<file path="config.mk">
export PLATFORM = sky130hd
export DESIGN_NAME = rfile_param_flat
export DESIGN_NICKNAME = d
export VERILOG_FILES = /design/src/rtl/rfile_param_if.sv /design/src/rtl/rfile_param.sv /design/src/flat_wrapper.sv
export SDC_FILE = /design/constraint.sdc
export NUM_CORES = 2
export LEC_CHECK = 0
export ABC_AREA = 0
export CAP_MARGIN = 20
export CELL_PAD_IN_SITES_DETAIL_PLACEMENT = 0
export CELL_PAD_IN_SITES_GLOBAL_PLACEMENT = 1
export CORE_MARGIN = 8
export CORE_UTILIZATION = 30
export DETAILED_ROUTE_END_ITERATION = 8
export PLACE_DENSITY_LB_ADDON = 0.2
export SKIP_CTS_REPAIR_TIMING = 1
export SLEW_MARGIN = 20
export SYNTH_ARGS = -nofsm -noshare
export SYNTH_HDL_FRONTEND = slang
export SYNTH_SLANG_ARGS = --single-unit
</file>
<file path="constraint.sdc">
create_clock -name clk -period 3.9 [get_ports clk]
set_input_delay 0.78 -clock clk [delete_from_list [all_inputs] [get_ports clk]]
set_output_delay 0.78 -clock clk [all_outputs]
set_load 0.02 [all_outputs]
</file>
<file path="src/rtl/rfile_param_if.sv">
// Register file access bundle: two read ports, one write port and the
// bulk-clear handshake. The master side is decode/writeback, the slave side
// is the register file itself.
interface rfile_param_if #(
    parameter int WIDTH  = 32,
    parameter int ADDR_W = 5
);
    logic [ADDR_W-1:0] rd_addr_a;
    logic [WIDTH-1:0]  rd_data_a;
    logic [ADDR_W-1:0] rd_addr_b;
    logic [WIDTH-1:0]  rd_data_b;
    logic              wr_en;
    logic [ADDR_W-1:0] wr_addr;
    logic [WIDTH-1:0]  wr_data;
    logic              clr_req;
    logic              clr_busy;
    logic              clr_done;

    modport master (
        output rd_addr_a, rd_addr_b, wr_en, wr_addr, wr_data, clr_req,
        input  rd_data_a, rd_data_b, clr_busy, clr_done
    );

    modport slave (
        input  rd_addr_a, rd_addr_b, wr_en, wr_addr, wr_data, clr_req,
        output rd_data_a, rd_data_b, clr_busy, clr_done
    );
endinterface

</file>
<file path="src/rtl/rfile_param.sv">
// Parametrised 2-read/1-write register file with optional hardwired zero
// register, same-cycle write-to-read bypass and a sequenced bulk-clear
// engine that walks every entry once, one per clock, then pulses clr_done.
module rfile_param #(
    parameter int WIDTH    = 32,
    parameter int DEPTH    = 32,
    parameter int ADDR_W   = 5,
    parameter int ZERO_REG = 1
) (
    input  logic          clk,
    input  logic          rst_n,
    rfile_param_if.slave  bus
);

    typedef enum logic {
        IDLE,
        CLEAR
    } state_t;

    localparam logic [ADDR_W:0] DEPTH_C = (ADDR_W+1)'(DEPTH);
    localparam logic [ADDR_W:0] LAST_C  = (ADDR_W+1)'(DEPTH - 1);
    localparam logic [ADDR_W:0] ONE_C   = (ADDR_W+1)'(1);

    state_t            state;
    state_t            state_nx;
    logic [ADDR_W:0]   cnt;
    logic [ADDR_W:0]   cnt_nx;
    logic              done_q;
    logic              done_nx;
    logic              clr_we;
    logic              wr_legal;
    logic [WIDTH-1:0]  mem [DEPTH];

    // An address names a real, writable/readable entry
    function automatic logic addr_live(input logic [ADDR_W-1:0] a);
        return ({1'b0, a} < DEPTH_C) && !((ZERO_REG != 0) && (a == '0));
    endfunction

    // Read one port: out-of-range and the zero register read as 0,
    // a legal write to the same address this cycle is forwarded
    function automatic logic [WIDTH-1:0] read_port(input logic [ADDR_W-1:0] a);
        logic [WIDTH-1:0] v;
        v = '0;
        if (addr_live(a)) begin
            if (wr_legal && (bus.wr_addr == a)) v = bus.wr_data;
            else                                v = mem[a];
        end
        return v;
    endfunction

    assign wr_legal     = (state == IDLE) && bus.wr_en && addr_live(bus.wr_addr);
    assign bus.clr_busy = (state == CLEAR);
    assign bus.clr_done = done_q;

    // Clear-sequencer state, entry counter and done pulse registers
    always_ff @(posedge clk or negedge rst_n) begin
        if (!rst_n) begin
            state  <= IDLE;
            cnt    <= '0;
            done_q <= 1'b0;
        end else begin
            state  <= state_nx;
            cnt    <= cnt_nx;
            done_q <= done_nx;
        end
    end

    // Next-state logic: IDLE waits for a request, CLEAR zeroes one entry per
    // cycle and returns to IDLE after the last entry with a one-cycle done
    always_comb begin
        state_nx = state;
        cnt_nx   = cnt;
        done_nx  = 1'b0;
        clr_we   = 1'b0;
        case (state)
            IDLE: begin
                if (bus.clr_req) begin
                    state_nx = CLEAR;
                    cnt_nx   = '0;
                end
            end
            CLEAR: begin
                clr_we = 1'b1;
                if (cnt == LAST_C) begin
                    state_nx = IDLE;
                    done_nx  = 1'b1;
                end else begin
                    cnt_nx = cnt + ONE_C;
                end
            end
            default: begin
                state_nx = IDLE;
            end
        endcase
    end

    // Storage: reset wipes everything; writes only land in IDLE and the
    // clear engine only writes in CLEAR, so the two never collide
    always_ff @(posedge clk or negedge rst_n) begin
        if (!rst_n) begin
            for (int i = 0; i < DEPTH; i++) mem[i] <= '0;
        end else begin
            if (wr_legal) mem[bus.wr_addr] <= bus.wr_data;
            if (clr_we)   mem[cnt[ADDR_W-1:0]] <= '0;
        end
    end

    // Combinational read ports
    always_comb begin
        bus.rd_data_a = read_port(bus.rd_addr_a);
        bus.rd_data_b = read_port(bus.rd_addr_b);
    end

endmodule

</file>
<file path="src/flat_wrapper.sv">
// flat-port wrapper written by rule: the top's interface ports become plain ports
module rfile_param_flat 
#(
    parameter int WIDTH    = 32,
    parameter int DEPTH    = 32,
    parameter int ADDR_W   = 5,
    parameter int ZERO_REG = 1
)
  (clk, rst_n, bus_rd_addr_a, bus_rd_addr_b, bus_wr_en, bus_wr_addr, bus_wr_data, bus_clr_req, bus_rd_data_a, bus_rd_data_b, bus_clr_busy, bus_clr_done);
  rfile_param_if #(.WIDTH(WIDTH), .ADDR_W(ADDR_W)) bus_i ();
  input  logic clk;
  input  logic rst_n;
  input wire logic [$bits(bus_i.rd_addr_a)-1:0] bus_rd_addr_a;
  input wire logic [$bits(bus_i.rd_addr_b)-1:0] bus_rd_addr_b;
  input wire logic [$bits(bus_i.wr_en)-1:0] bus_wr_en;
  input wire logic [$bits(bus_i.wr_addr)-1:0] bus_wr_addr;
  input wire logic [$bits(bus_i.wr_data)-1:0] bus_wr_data;
  input wire logic [$bits(bus_i.clr_req)-1:0] bus_clr_req;
  output wire logic [$bits(bus_i.rd_data_a)-1:0] bus_rd_data_a;
  output wire logic [$bits(bus_i.rd_data_b)-1:0] bus_rd_data_b;
  output wire logic [$bits(bus_i.clr_busy)-1:0] bus_clr_busy;
  output wire logic [$bits(bus_i.clr_done)-1:0] bus_clr_done;
  assign bus_i.rd_addr_a = bus_rd_addr_a;
  assign bus_i.rd_addr_b = bus_rd_addr_b;
  assign bus_i.wr_en = bus_wr_en;
  assign bus_i.wr_addr = bus_wr_addr;
  assign bus_i.wr_data = bus_wr_data;
  assign bus_i.clr_req = bus_clr_req;
  assign bus_rd_data_a = bus_i.rd_data_a;
  assign bus_rd_data_b = bus_i.rd_data_b;
  assign bus_clr_busy = bus_i.clr_busy;
  assign bus_clr_done = bus_i.clr_done;
  rfile_param #(.WIDTH(WIDTH), .DEPTH(DEPTH), .ADDR_W(ADDR_W), .ZERO_REG(ZERO_REG)) u_core (.clk(clk), .rst_n(rst_n), .bus(bus_i));
endmodule
</file>
==> key figures <==
Timing
  – Fmax: between 200 and 300 MHz
  – Tmin final: 3950 ps
  – RSZ-0062 raised after global routing: yes
  – Final Hold Vio Count: 0
  – Slew margin rel.: 0.299
  – Slew @ Worst Pin: 1050 ps
  – Setup ws final: -49.0 ps
  – Final Setup Violations: 17
  – Tcrit/Tclk final: 1.01
  – Clock Skew: 29.0 ps
  – Slew Viols, Final: 0

Pwr
  – PD cells: between 400 and 500 nW/um^2
  – Leak: 0.0315 uW
  – Worst IR Drop VDD: 439 uV

Routing
  – DRT antenna net count: 0
  – DR DRC count: 0
  – Wire per inst: around 32 um
  – Initial DRC Count: 6749
  – Vias/cell: slightly below 6
  – Final wirelength: 307000 um
  – Via count: about 55000
  – Initial DRT Pass Iterations: 7

Synthesis
  – Register bit total from synthesis: just over 1000
  – Syn nets: between 6000 and 7000
  – Cell Area, Synth: roughly 60000 sq um
  – Top FF cell, synth: dfrtp_1
  – Count leader, synth: nand2_1
  – Async set-or-reset flop fraction in the synthesized netlist: 1.00
  – Top cells by area, synth: dfrtp_1, nand2_1, mux4_2
  – Yosys top cell by area: dfrtp_1
  – Synth Instances: 6370
  – Seq/Total Area, Yosys: 0.439
  – Most frequent cells after synthesis: nand2_1, a21oi_1, dfrtp_1
  – EDFF count, synth: 0
  – Yosys top cell area share: 0.439
  – Ys Warns: 0
  – Netlist cell types: 66
  – Post-Syn Area per Cell: about 9 sq um

Floorplan
  – Core ar.: roughly 200000 sq um
  – Die height: roughly 460 um
  – Starting Density: 0.302
  – Die Area: between 200000 and 250000 sq um
  – Die W: roughly 460 um
  – Num ports: about 120
  – Site row count: approximately 160

Global route
  – Vias in the first global route: around 53000
  – Total grt overflow: 0
  – Pin count of the biggest net entering global routing: ~150
  – GR Util All Layers: 0.279
  – First-pass GRT wire length: 425000 um
  – Initial antenna violation count: 8

Cells and area
  – Final Instance Count excl. Fillers: around 9500
  – Fillers: around 20000
  – Multi-input logic area: 31600 sq um
  – Area Growth Syn to Fin: 26.7%
  – Finished Cell Area: approximately 75000 sq um
  – Final net count: slightly below 7000
  – Layout cell share with drive strength beyond 1: 0.248
  – Sequential cell area: 25800 sq um

Worst setup path
  – Critical Path Most Common Cell: buf_4
  – Max incr delay on CP: 560 ps
  – Startpoint types: flip-flop
  – Critical path class: flip-flop to output port
  – Max FO, Critical Path: 7
  – Nature of the critical path endpoint: output port
  – Crit path cell chain: nor2b_4 > o41ai_4 > buf_4 > or4_4 > buf_12 > clkbuf_16 > nor2_2 > a31oi_4 > buf_4 > buf_4
  – Worst EP required: approximately 3100 ps
  – Crit path max-delay family: simple AND/OR/NAND/NOR gates
  – CP max stage cell: or4_4
  – Crit path buffers/inverters: 5
  – Critical path data arrival time: about 3200 ps

Outcome
  – Status: finished with violations
  – Violated checks: setup timing

Clock network
  – Clock tree sinks: 1032
  – Root Buffer: clkbuf_16
  – H-tree level count: 4
  – Clock Pin Slew Worst Setup and Hold Paths: approximately 60 ps
  – CTS tree: built
  – CTS buffer count: 131
  – Max Root-Sink Buffers: 3
  – Clk_lat worst skew: 800 ps

Job
  – Max-Cap Viols: 0

Place
  – RePlAce Congestion: about 0.92
  – IO buf count: ~120
  – DP Wirelength: a little under 200000 um
  – Placement-stage cell area: around 70000 sq um
  – Inst Count DP: between 9000 and 10000

Min path
  – Hold Crit Class: input port to flip-flop
==> metrics by stage <==
stage	setup TNS (ps)	util	setup WS [ps]	power (uW)	hold slack, ps
6_report	-452	0.383	-49.0	31800	377
3_5_place_dp	-22890	0.349	-777	18800	498
4_1_cts	-23670	0.372	-784	31600	-181
2_1_floorplan	0	-	446	15400	471
3_3_place_gp	-23790	0.349	-797	18700	491
5_1_grt	-1310	0.383	-87.1	32700	370
==> worst reg2reg max path, cell delays in order, from the launching register on <==
cell      delay [ps]
dfrtp_2          510
buf_4            360
nor2b_1          290
nand2b_1         290
nor2_4           650
buf_4            390
a21oi_1           80
==> power breakdown <==
part | internal [uW] | leakage (uW) | switching, uW
clock network | 7520 | 0.00217 | 5240
registers | 11600 | 0.0144 | 744
logic | 2460 | 0.0149 | 4240
total | 21500 | 0.0315 | 10200
==> area by class of cell <==
type | instances | area share
Timing Repair Buffer | 910 | 0.126
Multi-Input combinational cell | 4668 | 0.424
Clock inverter | 37 | 0.00602
Antenna cell | 1 | 0.0000335
Tap cell | 2624 | 0.0440
Clock buffer | 199 | 0.0534
Sequential cell | 1032 | 0.346
Inverter | 14 | 0.000705
==> layout by cell type, fill, tap and decap left out, types with 17 or more instances in the layout <==
cell             instances
a31oi_1                 18
clkbuf_16              147
nand3_1                 29
mux2_2                  54
clkbuf_1                30
nand2b_1                39
nand2_2                 27
and2_1                  35
a21oi_1               1030
buf_4                  650
mux2i_1                399
clkinv_2                17
buf_12                 146
o21ai_0                 18
clkbuf_8                33
o22ai_1                 29
mux4_2                 312
dfrtp_1               1031
clkdlybuf4s50_1         26
a221oi_1                81
buf_6                   30
a221oi_2                22
a22oi_1                 91
a22o_1                  21
nand2_1               2027
nor2_4                  62
nor2_1                  38
o21bai_1                25
==> cell families (layout without fill, tap and decap cells) <==
logic type	after synthesis	count (layout)	share of synthesized area
AO/OA/AOI/OAI	1506	1506	0.150
XOR/XNOR	13	13	0.00193
adder cells (fa/ha/maj)	4	4	0.000850
buffers and inverters	670	1160	0.0501
flip-flops	1032	1032	0.439
multiplexers	766	766	0.198
other	0	1	0
AND/OR/NAND/NOR	2379	2379	0.161
==> worst paths after layout <==
path,startpoint,endpoint,slack (ps),cells after the start
worst max-delay path,u_core.bus.clr_busy,bus_rd_data_a[15],-50,10
worst min-delay path,bus_wr_data[4],u_core.mem[740],380,3
worst max register to register,u_core.bus.clr_busy,u_core.mem[922],1210,6
worst min register to register,u_core.mem[1018],u_core.mem[1018],510,1
max in group asynchronous,rst_n,u_core.mem[762],2150,4
min in group asynchronous,rst_n,u_core.mem[356],470,2
==> layer usage <==
metal	GRT usage	wire, um
met1	0.379	127000
met2	0.433	138000
met3	0.0570	27400
met4	0.121	14600
met5	0.000679	7
==> state kept, by name, summed over array words and instances (netlist names) <==
register             flops
u_core.bus.clr_done      1
u_core.cnt               6
u_core.bus.clr_busy      1
u_core.mem            1024
No activity file was read; power rests on OpenSTA's default activity.
